**config.mk**
```make
export PLATFORM = sky130hd
export DESIGN_NAME = falling_object_bank
export DESIGN_NICKNAME = d
export VERILOG_FILES = /design/src/rtl/falling_object_bank.sv
export SDC_FILE = /design/constraint.sdc
export NUM_CORES = 1
export LEC_CHECK = 0
export CAP_MARGIN = 10
export CORE_MARGIN = 1.5
export CORE_UTILIZATION = 56
export CTS_BUF_LIST = sky130_fd_sc_hd__clkbuf_4 sky130_fd_sc_hd__clkbuf_8
export DETAILED_ROUTE_END_ITERATION = 8
export GPL_TIMING_DRIVEN = 0
export PLACE_DENSITY_LB_ADDON = 0.05
export SLEW_MARGIN = 40
export SYNTH_ARGS = -nofsm -noshare
export SYNTH_HDL_FRONTEND = slang
export SYNTH_SLANG_ARGS = --single-unit
```
**constraint.sdc**
```tcl
create_clock -name Clk -period 5.8 [get_ports Clk]
set_input_delay 1.16 -clock Clk [delete_from_list [all_inputs] [get_ports Clk]]
set_output_delay 1.16 -clock Clk [all_outputs]
set_load 0.01 [all_outputs]
```
**src/rtl/falling_object_bank.sv**
```systemverilog
// Multi-slot falling-object game core: spawns objects at LFSR-random columns,
// drops them once per frame, and scores catches against the tray window.
module falling_object_bank #(
  parameter int          N_OBJ        = 4,
  parameter int          SPEED        = 2,
  parameter int          CATCH_Y      = 440,
  parameter int          BOTTOM_Y     = 479,
  parameter int          TRAY_HALF    = 32,
  parameter int          X_OFFSET     = 64,
  parameter int          SPAWN_PERIOD = 60,
  parameter int          LIVES        = 3,
  parameter logic [15:0] LFSR_SEED    = 16'hACE1
) (
  input  logic                  Clk,
  input  logic                  Reset,
  input  logic                  frame_tick,
  input  logic                  start,
  input  logic [9:0]            tray_position,
  output logic [10*N_OBJ-1:0]   obj_x,
  output logic [10*N_OBJ-1:0]   obj_y,
  output logic [N_OBJ-1:0]      obj_active,
  output logic [15:0]           score,
  output logic [2:0]            lives,
  output logic                  game_over,
  output logic                  catch_pulse,
  output logic                  miss_pulse,
  output logic                  busy
);

  localparam int IDX_W = (N_OBJ > 1) ? $clog2(N_OBJ) : 1;
  localparam int CNT_W = (SPAWN_PERIOD > 1) ? $clog2(SPAWN_PERIOD) : 1;

  localparam logic [IDX_W-1:0] IDX_ONE  = IDX_W'(1);
  localparam logic [IDX_W-1:0] IDX_LAST = IDX_W'(N_OBJ - 1);
  localparam logic [CNT_W-1:0] CNT_ONE  = CNT_W'(1);
  localparam logic [CNT_W-1:0] CNT_LAST = CNT_W'(SPAWN_PERIOD - 1);
  localparam logic [10:0]      SPEED_L  = 11'(SPEED);
  localparam logic [10:0]      CATCH_L  = 11'(CATCH_Y);
  localparam logic [10:0]      BOTTOM_L = 11'(BOTTOM_Y);
  localparam logic [9:0]       HALF_L   = 10'(TRAY_HALF);
  localparam logic [10:0]      HALF_W   = 11'(TRAY_HALF);
  localparam logic [10:0]      X_MAX_W  = 11'd639;
  localparam logic [9:0]       XOFF_L   = 10'(X_OFFSET);
  localparam logic [2:0]       LIVES_L  = 3'(LIVES);

  typedef enum logic [2:0] {
    S_IDLE   = 3'd0,
    S_WAIT   = 3'd1,
    S_UPDATE = 3'd2,
    S_SPAWN  = 3'd3,
    S_OVER   = 3'd4
  } state_t;

  function automatic logic [15:0] lfsr_next(input logic [15:0] cur);
    return {cur[14:0], cur[15] ^ cur[13] ^ cur[12] ^ cur[10]};
  endfunction

  function automatic logic [15:0] sat_inc16(input logic [15:0] cur);
    return (cur == 16'hFFFF) ? cur : (cur + 16'd1);
  endfunction

  state_t             state_r, state_s;
  logic [IDX_W-1:0]   idx_r, idx_s;
  logic [9:0]         x_r [N_OBJ];
  logic [9:0]         x_s [N_OBJ];
  logic [9:0]         y_r [N_OBJ];
  logic [9:0]         y_s [N_OBJ];
  logic [N_OBJ-1:0]   act_r, act_s;
  logic [15:0]        score_r, score_s;
  logic [2:0]         lives_r, lives_s;
  logic [CNT_W-1:0]   cnt_r, cnt_s;
  logic               req_r, req_s;
  logic               catch_r, catch_s;
  logic               miss_r, miss_s;
  logic               busy_r, over_r;
  logic [15:0]        lfsr_r;

  logic [9:0]         slot_x_s, slot_y_s;
  logic [10:0]        ny_s, tray_hi_s;
  logic [9:0]         tray_min_s, tray_max_s, spawn_x_s;
  logic               catch_hit_s, free_found_s;
  logic [IDX_W-1:0]   free_idx_s;

  assign slot_x_s    = x_r[idx_r];
  assign slot_y_s    = y_r[idx_r];
  assign ny_s        = {1'b0, slot_y_s} + SPEED_L;
  assign tray_hi_s   = {1'b0, tray_position} + HALF_W;
  assign tray_min_s  = (tray_position < HALF_L) ? 10'd0 : (tray_position - HALF_L);
  assign tray_max_s  = (tray_hi_s > X_MAX_W) ? 10'd639 : tray_hi_s[9:0];
  assign spawn_x_s   = {1'b0, lfsr_r[8:0]} + XOFF_L;
  // A catch only counts on the frame the object crosses the catch line.
  assign catch_hit_s = ({1'b0, slot_y_s} < CATCH_L) && (ny_s >= CATCH_L) &&
                       (slot_x_s >= tray_min_s) && (slot_x_s <= tray_max_s);

  // Lowest-index free slot for the next spawn
  always_comb begin
    free_found_s = 1'b0;
    free_idx_s   = {IDX_W{1'b0}};
    for (int i = N_OBJ - 1; i >= 0; i--) begin
      if (!act_r[i]) begin
        free_found_s = 1'b1;
        free_idx_s   = IDX_W'(i);
      end else begin
      end
    end
  end

  // Next-state and next-value logic for the game sequencer
  always_comb begin
    state_s = state_r;
    idx_s   = idx_r;
    x_s     = x_r;
    y_s     = y_r;
    act_s   = act_r;
    score_s = score_r;
    lives_s = lives_r;
    cnt_s   = cnt_r;
    req_s   = req_r;
    catch_s = 1'b0;
    miss_s  = 1'b0;
    case (state_r)
      S_IDLE, S_OVER: begin
        if (start) begin
          for (int i = 0; i < N_OBJ; i++) begin
            x_s[i] = 10'd0;
            y_s[i] = 10'd0;
          end
          act_s   = {N_OBJ{1'b0}};
          score_s = 16'd0;
          lives_s = LIVES_L;
          cnt_s   = {CNT_W{1'b0}};
          req_s   = 1'b0;
          state_s = S_WAIT;
        end else begin
          state_s = state_r;
        end
      end
      S_WAIT: begin
        if (frame_tick) begin
          if (cnt_r == CNT_LAST) begin
            cnt_s = {CNT_W{1'b0}};
            req_s = 1'b1;
          end else begin
            cnt_s = cnt_r + CNT_ONE;
          end
          idx_s   = {IDX_W{1'b0}};
          state_s = S_UPDATE;
        end else begin
          state_s = S_WAIT;
        end
      end
      S_UPDATE: begin
        if (act_r[idx_r]) begin
          if (catch_hit_s) begin
            act_s[idx_r] = 1'b0;
            score_s      = sat_inc16(score_r);
            catch_s      = 1'b1;
          end else if (ny_s >= BOTTOM_L) begin
            act_s[idx_r] = 1'b0;
            lives_s      = (lives_r != 3'd0) ? (lives_r - 3'd1) : 3'd0;
            miss_s       = 1'b1;
          end else begin
            y_s[idx_r] = ny_s[9:0];
          end
        end else begin
        end
        // lives_s already includes any miss from the final slot.
        if (idx_r == IDX_LAST) begin
          if (lives_s == 3'd0) begin
            act_s   = {N_OBJ{1'b0}};
            state_s = S_OVER;
          end else if (req_r) begin
            state_s = S_SPAWN;
          end else begin
            state_s = S_WAIT;
          end
        end else begin
          idx_s = idx_r + IDX_ONE;
        end
      end
      S_SPAWN: begin
        if (free_found_s) begin
          x_s[free_idx_s]   = spawn_x_s;
          y_s[free_idx_s]   = 10'd0;
          act_s[free_idx_s] = 1'b1;
        end else begin
        end
        req_s   = 1'b0;
        state_s = S_WAIT;
      end
      default: begin
        state_s = S_IDLE;
      end
    endcase
  end

  // Sequencer, slot storage, LFSR and registered status outputs
  always_ff @(posedge Clk or posedge Reset) begin
    if (Reset) begin
      state_r <= S_IDLE;
      idx_r   <= {IDX_W{1'b0}};
      for (int i = 0; i < N_OBJ; i++) begin
        x_r[i] <= 10'd0;
        y_r[i] <= 10'd0;
      end
      act_r   <= {N_OBJ{1'b0}};
      score_r <= 16'd0;
      lives_r <= 3'd0;
      cnt_r   <= {CNT_W{1'b0}};
      req_r   <= 1'b0;
      catch_r <= 1'b0;
      miss_r  <= 1'b0;
      busy_r  <= 1'b0;
      over_r  <= 1'b0;
      lfsr_r  <= LFSR_SEED;
    end else begin
      state_r <= state_s;
      idx_r   <= idx_s;
      x_r     <= x_s;
      y_r     <= y_s;
      act_r   <= act_s;
      score_r <= score_s;
      lives_r <= lives_s;
      cnt_r   <= cnt_s;
      req_r   <= req_s;
      catch_r <= catch_s;
      miss_r  <= miss_s;
      busy_r  <= (state_s == S_UPDATE) || (state_s == S_SPAWN);
      over_r  <= (state_s == S_OVER);
      lfsr_r  <= lfsr_next(lfsr_r);
    end
  end

  for (genvar g = 0; g < N_OBJ; g++) begin : g_pack
    assign obj_x[10*g +: 10] = x_r[g];
    assign obj_y[10*g +: 10] = y_r[g];
  end

  assign obj_active  = act_r;
  assign score       = score_r;
  assign lives       = lives_r;
  assign game_over   = over_r;
  assign catch_pulse = catch_r;
  assign miss_pulse  = miss_r;
  assign busy        = busy_r;

endmodule

```
==> impl_metrics.env, run 1 <==
export IMPL_status="completed"
export IMPL_cts_sinks=135
export IMPL_synth_enable_flop_cells=0
export IMPL_ir_worst_vdd_mv=0.259
export IMPL_layout_setup_ws_ns=0.347
export IMPL_grt_antenna_before_repair=0
export IMPL_cts_made_buffers=17
export IMPL_cp_required_ns=6.18
export IMPL_synthTopCellsByCount="127 x dfrtp_1, 85 x nand2_1, 35 x nor2_1"
export IMPL_wl_per_cell_um=20.8
export IMPL_async_flop_share=1.00
export IMPL_synthToLayoutAreaGrowth_pct=25.4
export IMPL_rsz0062_at_grt="no"
export IMPL_clockBufferDepth=2
export IMPL_core_area_um2=12700
export IMPL_synth_cell_area_um2=7270
export IMPL_layout_nets=866
export IMPL_synthTopCellsByArea="dfrtp_1 44%, mux4_2 6.5%, ha_1 5.5%"
export IMPL_max_freq_ghz=0.183
export IMPL_final_setup_skew_ns=0.0127
export IMPL_first_iter_violations=580
export IMPL_syn_nets=728
export IMPL_place_area_um2=8720
export IMPL_max_stage_delay_ns=0.62
export IMPL_die_w_um=117
export IMPL_gr_total_overflow=0
export IMPL_synth_top_area_share=0.437
export IMPL_post_dp_hpwl_um=14700
export IMPL_max_cap_viol_count=0
export IMPL_place_ws_ns=-0.0210
export IMPL_synth_most_common_cell="dfrtp_1"
export IMPL_clock_latency_ns=0.46
export IMPL_avgSynthCellArea_um2=10.7
export IMPL_portBuffers=118
export IMPL_ys_ff_latch=135
export IMPL_first_global_vias=6091
export IMPL_synth_seq_area_share=0.466
export IMPL_post_cts_buffers=0
export IMPL_p_leak_uw=0.00391
export IMPL_grt_pass1_wl_um=32700
export IMPL_finalSetupTns_ns=0
export IMPL_drtPass1Iterations=5
export IMPL_drc_errors=0
export IMPL_grt_total_usage=0.318
export IMPL_clock_root_buffer="clkbuf_8"
export IMPL_startpoint_type="input pin"
export IMPL_ys_types=72
export IMPL_tightest_slew_ns=0.813
export IMPL_cts_htree_levels=4
export IMPL_hold_class="reg -> reg"
export IMPL_detail_route_antenna_nets=0
export IMPL_die_h_um=117
export IMPL_clkTransAtPathRegs_ns=0.08
export IMPL_grt_max_degree=71
export IMPL_finalSetupViolCount=0
export IMPL_crit_chain="clkdlybuf4s50_1, inv_1, ha_1, nand4_1, nor2_1, nor4b_1, a21oi_1, a31oi_1, o22ai_1, a22o_1, or2_2, ha_1, nor2b_1, o21a_1, nor3_1, a21oi_1, nor4b_4, a211oi_2, buf_4, nand2_1, o2bb2ai_1"
export IMPL_worst_path_max_delay_cell="a211oi_2"
export IMPL_path_class="in -> reg"
export IMPL_ctsHoldBuffers=0
export IMPL_detail_route_vias_per_cell=6.36
export IMPL_layout_drive_gt1_share=0.118
export IMPL_cts_resized=0
export IMPL_routed_wl_um=20900
export IMPL_start_util=0.574
export IMPL_fin_util=0.720
export IMPL_finalCritPeriodShare=0.940
export IMPL_rows=41
export IMPL_maxSlewHeadroom=0.455
export IMPL_cp_max_fo=10
export IMPL_drv_slew=0
export IMPL_critPathCaptureType="flip-flop"
export IMPL_arrival_ns=5.83
export IMPL_top_level_ports=121
export IMPL_postSynthCellCount=682
export IMPL_finalHoldViolCount=0
export IMPL_hold_ws_ns=0.367
export IMPL_place_congestion=0.909
export IMPL_power_density_nw_per_um2=306
export IMPL_num_vias=6395
export IMPL_synth_ff_type="dfrtp_1"
export IMPL_yosysTopAreaCell="dfrtp_1"
export IMPL_cts_tree="yes"
export IMPL_die_area_um2=13700
export IMPL_antenna_cells=0
export IMPL_synth_warnings=0
export IMPL_fin_crit_ns=5.45
export IMPL_final_area_um2=9120
## cell usage in the layout, fill, tap and decap left out, types with 23 or more instances in the layout
cell             Yosys  routed
nand3_1             29      29
dfrtp_1            127     127
nor2_1              35      35
ha_1                32      32
inv_1               25      24
o21ai_0             32      32
clkdlybuf4s50_1      0     118
a22o_1              33      33
clkbuf_1            23      23
nand2_1             85      85
## power breakdown
part / internal (uW) / total, uW / leakage [uW] / switching, uW
Combinational: 298 / 946 / 0.00188 / 648
Sequential: 992 / 1050 / 0.00183 / 57.9
Clock: 402 / 800 / 0.000200 / 397
Total: 1690 / 2790 / 0.00391 / 1100
## per-stage QoR
stage | cells | power [uW]
after global routing | 1005 | 2920
after detailed placement | 973 | 1990
final | 1005 | 2790
after floorplan | 682 | 1650
after global placement | 972 | 1950
after CTS | 1005 | 2780
## final cells by class
class                      count  area (um2)
clock inverter                13         146
fill                         968        3550
clock buffer                  19         255
buffer                        38         175
timing repair buffer         119        1210
inverter                      25         101
tap                          172         215
multi-input combinational    484        3630
sequential                   135        3390
## sequential cells by signal (all words and copies together) (netlist names)
name,count
obj_y,40
req_r,1
state_r,3
lfsr_r,16
catch_pulse,1
cnt_r,6
score,16
busy,1
obj_x,40
obj_active,4
miss_pulse,1
game_over,1
idx_r,2
lives,3
## cell families (layout without fill, tap and decap cells)
family / count (synthesis) / after routing / synth area share
simple gates: 226 / 226 / 0.155
compound gates: 190 / 190 / 0.203
flops: 135 / 135 / 0.466
buf+inv: 63 / 214 / 0.0368
fa+ha+maj: 32 / 32 / 0.0550
mux: 24 / 24 / 0.0693
xor+xnor: 12 / 12 / 0.0145
## worst paths after layout
path                                      start                    end  slack [ns]  cells past startpoint
setup / recovery               tray_position[5]  obj_y[32]$_DFFE_PP0P_        0.35                     21
hold / removal              lfsr_r[9]$_DFF_PP0_   lfsr_r[10]$_DFF_PP1_        0.37                      0
setup reg to reg           idx_r[1]$_DFFE_PP0P_  obj_y[32]$_DFFE_PP0P_        1.14                     12
hold reg to reg             lfsr_r[9]$_DFF_PP0_   lfsr_r[10]$_DFF_PP1_        0.37                      0
max in group asynchronous                 Reset  obj_y[14]$_DFFE_PP0P_        3.94                      3
min in group asynchronous                 Reset  obj_x[11]$_DFFE_PP0P_        1.14                      2
## critical path, delay by kind of cell
kind | cells | cell delay (ns)
compound gates | 8 | 2.07
simple gates | 8 | 1.18
buf+inv | 3 | 1.00
fa+ha+maj | 2 | 0.39
## layer usage
| layer | GRT usage | share of wire | up-vias |
|---|---|---|---|
| met1 | 0.429 | 0.43 | 3193 |
| met4 | 0.115 | 0.017 | 0 |
| met3 | 0.0515 | 0.061 | 31 |
| met5 | 0 | 0 | - |
| li1 | - | - | 2864 |
| met2 | 0.527 | 0.50 | 307 |
Note: power is estimated with default switching activity, not from simulation.
==> inputs of run 2 (changes only) <==
--- a/config.mk
+++ b/config.mk
@@ -5,9 +5,10 @@
 export SDC_FILE = /design/constraint.sdc
 export NUM_CORES = 1
 export LEC_CHECK = 0
+export ABC_AREA = 1
 export CAP_MARGIN = 10
 export CORE_MARGIN = 1.5
-export CORE_UTILIZATION = 56
+export CORE_UTILIZATION = 57
 export CTS_BUF_LIST = sky130_fd_sc_hd__clkbuf_4 sky130_fd_sc_hd__clkbuf_8
 export DETAILED_ROUTE_END_ITERATION = 8
 export GPL_TIMING_DRIVEN = 0
==> impl_metrics.env, run 2 <==
export IMPL_synth_top_area_share=0.391
export IMPL_max_cap_viol_count=0
export IMPL_rr_startpoint="idx_r[1]$_DFFE_PP0P_"
export IMPL_grt_antenna_before_repair=0
export IMPL_status="completed"
export IMPL_cp_required_ns=6.21
export IMPL_multiInputGateArea_um2=4130
export IMPL_max_freq_ghz=0.206
export IMPL_crit_top_cell="nor2_1"
export IMPL_drc_errors=0
export IMPL_p_clk_frac=0.228
export IMPL_path_class="in -> reg"
export IMPL_clockBufferDepth=2
export IMPL_synthToLayoutAreaGrowth_pct=22.9
export IMPL_synth_warnings=0
export IMPL_place_congestion=0.965
export IMPL_nFillCells=1198
export IMPL_critPathCaptureType="flip-flop"
export IMPL_portBuffers=120
export IMPL_startpoint_type="input pin"
export IMPL_power_density_nw_per_um2=347
export IMPL_routed_wl_um=24000
export IMPL_grt_pass1_wl_um=37700
export IMPL_cts_resized=0
export IMPL_async_flop_share=1.00
export IMPL_power_internal_uw=1840
export IMPL_drtPass1Iterations=5
export IMPL_final_cell_mix="310 x nand2_1, 179 x o21ai_0, 127 x dfrtp_1, 120 x clkdlybuf4s50_1, 119 x nor2_1"
export IMPL_netSwitchingFraction=0.469
export IMPL_gr_usage_met1=0.464
export IMPL_detail_route_vias_per_cell=5.68
export IMPL_cp_top_family="simple AND/OR/NAND/NOR gates"
export IMPL_dp_cells=1415
export IMPL_ctsHoldBuffers=0
export IMPL_worst_path_max_delay_cell="clkdlybuf4s50_1"
export IMPL_finalHoldViolCount=0
export IMPL_synthTopCellsByArea="dfrtp_1 39%, nand2_1 14%, o21ai_0 11%"
export IMPL_synth_enable_flop_cells=0
export IMPL_clkTransAtPathRegs_ns=0.09
export IMPL_first_iter_violations=872
export IMPL_arrival_ns=5.26
export IMPL_core_area_um2=13900
export IMPL_die_w_um=122
export IMPL_fin_crit_ns=4.85
export IMPL_synth_most_common_cell="nand2_1"
export IMPL_min_delay_start="lfsr_r[14]$_DFF_PP0_"
export IMPL_final_setup_skew_ns=0.00883
export IMPL_cts_made_buffers=17
export IMPL_finalSetupViolCount=0
export IMPL_ir_worst_vdd_mv=0.280
export IMPL_start_util=0.586
export IMPL_maxSlewHeadroom=0.402
export IMPL_ys_ff_latch=135
export IMPL_use_met3=0.0813
export IMPL_place_ws_ns=0.465
export IMPL_tightest_slew_ns=0.893
export IMPL_rows=43
export IMPL_synth_seq_area_share=0.417
export IMPL_cts_htree_levels=4
export IMPL_synthTopCellsByCount="310 x nand2_1, 179 x o21ai_0, 127 x dfrtp_1"
export IMPL_die_h_um=122
export IMPL_grt_total_usage=0.330
export IMPL_p_switching_uw=1620
export IMPL_postSynthCellCount=1114
export IMPL_layout_setup_ws_ns=0.951
export IMPL_hold_class="reg -> reg"
export IMPL_post_cts_buffers=0
export IMPL_cts_sinks=135
export IMPL_gr_total_overflow=0
export IMPL_wl_per_cell_um=16.6
export IMPL_ys_types=40
export IMPL_antenna_cells=0
export IMPL_place_area_um2=9590
export IMPL_first_global_vias=7531
export IMPL_ff_latch_area_um2=3390
export IMPL_pwr_share_seq=0.309
export IMPL_met2_usage=0.497
export IMPL_p_leak_uw=0.00462
export IMPL_final_area_um2=9990
export IMPL_cts_tree="yes"
export IMPL_critPathLaunch="tray_position[7]"
export IMPL_grt_max_degree=74
export IMPL_drv_slew=0
export IMPL_max_stage_delay_ns=0.53
export IMPL_finalCritPeriodShare=0.836
export IMPL_cp_max_fo=10
export IMPL_detail_route_antenna_nets=0
export IMPL_crit_buf_inv=5
export IMPL_clock_latency_ns=0.47
export IMPL_synth_ff_type="dfrtp_1"
export IMPL_clock_root_buffer="clkbuf_8"
export IMPL_post_dp_hpwl_um=17200
export IMPL_avgSynthCellArea_um2=7.30
export IMPL_layout_nets=1300
export IMPL_layout_commonest_cell="nand2_1"
export IMPL_fin_util=0.719
export IMPL_layout_drive_gt1_share=0.0663
export IMPL_die_area_um2=15000
export IMPL_layout_cells_non_filler=1447
export IMPL_yosysTopAreaCell="dfrtp_1"
export IMPL_syn_nets=1160
export IMPL_grt_busiest_layer="met2"
export IMPL_combPwrFrac=0.462
export IMPL_synth_cell_area_um2=8130
export IMPL_rsz0062_at_grt="no"
export IMPL_num_vias=8218
export IMPL_top_level_ports=121
-- run 2: cell count changes after synthesis, sizes merged, moves of 15 or more --
cell | before | now
o21ai | 37 | 182
nand2 | 85 | 320
o2bb2ai | 19 | 0
a32o | 16 | 1
nand3 | 29 | 53
nor2 | 35 | 123
mux4 | 21 | 0
inv | 25 | 100
a22o | 33 | 0
-- run 2: worst paths after layout --
check                      cells after the start               endpoint  slack [ns]
max                                           26  obj_y[14]$_DFFE_PP0P_        0.95
min                                            0   lfsr_r[15]$_DFF_PP1_        0.36
max reg2reg                                   21  obj_y[14]$_DFFE_PP0P_        1.56
min reg2reg                                    0   lfsr_r[15]$_DFF_PP1_        0.36
max in group asynchronous                      3    lfsr_r[5]$_DFF_PP1_        3.98
min in group asynchronous                      2   cnt_r[3]$_DFFE_PP0P_        1.11
-- run 2: cell families after synthesis --
kind of cell / Yosys count / synth area share
AND/OR/NAND/NOR: 530 / 0.267
AO/OA/AOI/OAI: 256 / 0.170
buffers and inverters: 141 / 0.0753
flip-flops: 135 / 0.417
adder cells (fa/ha/maj): 32 / 0.0493
XOR/XNOR: 20 / 0.0216
-- run 2: routing by layer --
metal | up-vias | part of all wire
met1 | 3814 | 0.43
li1 | 3952 | -
met3 | 48 | 0.10
met2 | 404 | 0.45
met5 | - | 0
met4 | 0 | 0.022
-- run 2: layout make-up --
type	count	share of cell area
clock buffer	17	0.0234
multi-input combinational	838	0.414
timing repair buffer	121	0.123
tap	180	0.0226
clock inverter	15	0.0160
sequential	135	0.339
buffer	41	0.0237
inverter	100	0.0383
-- run 2: metrics by stage --
stage	total power [uW]	hold slack [ns]	setup TNS (ns)
final	3460	0.358	0
after global routing	3670	0.380	0
after CTS	3430	0.360	0
after detailed placement	2650	0.344	0
after global placement	2620	0.339	-92.43
after floorplan	2110	0.333	0
-- run 2: power groups by stage --
stage / clock network (uW) / logic [uW] / registers, uW
2_1_floorplan: 0 / 1020 / 1090
3_3_place_gp: 0 / 1530 / 1090
3_5_place_dp: 0 / 1560 / 1090
4_1_cts: 797 / 1570 / 1070
5_1_grt: 839 / 1750 / 1080
6_report: 791 / 1600 / 1070
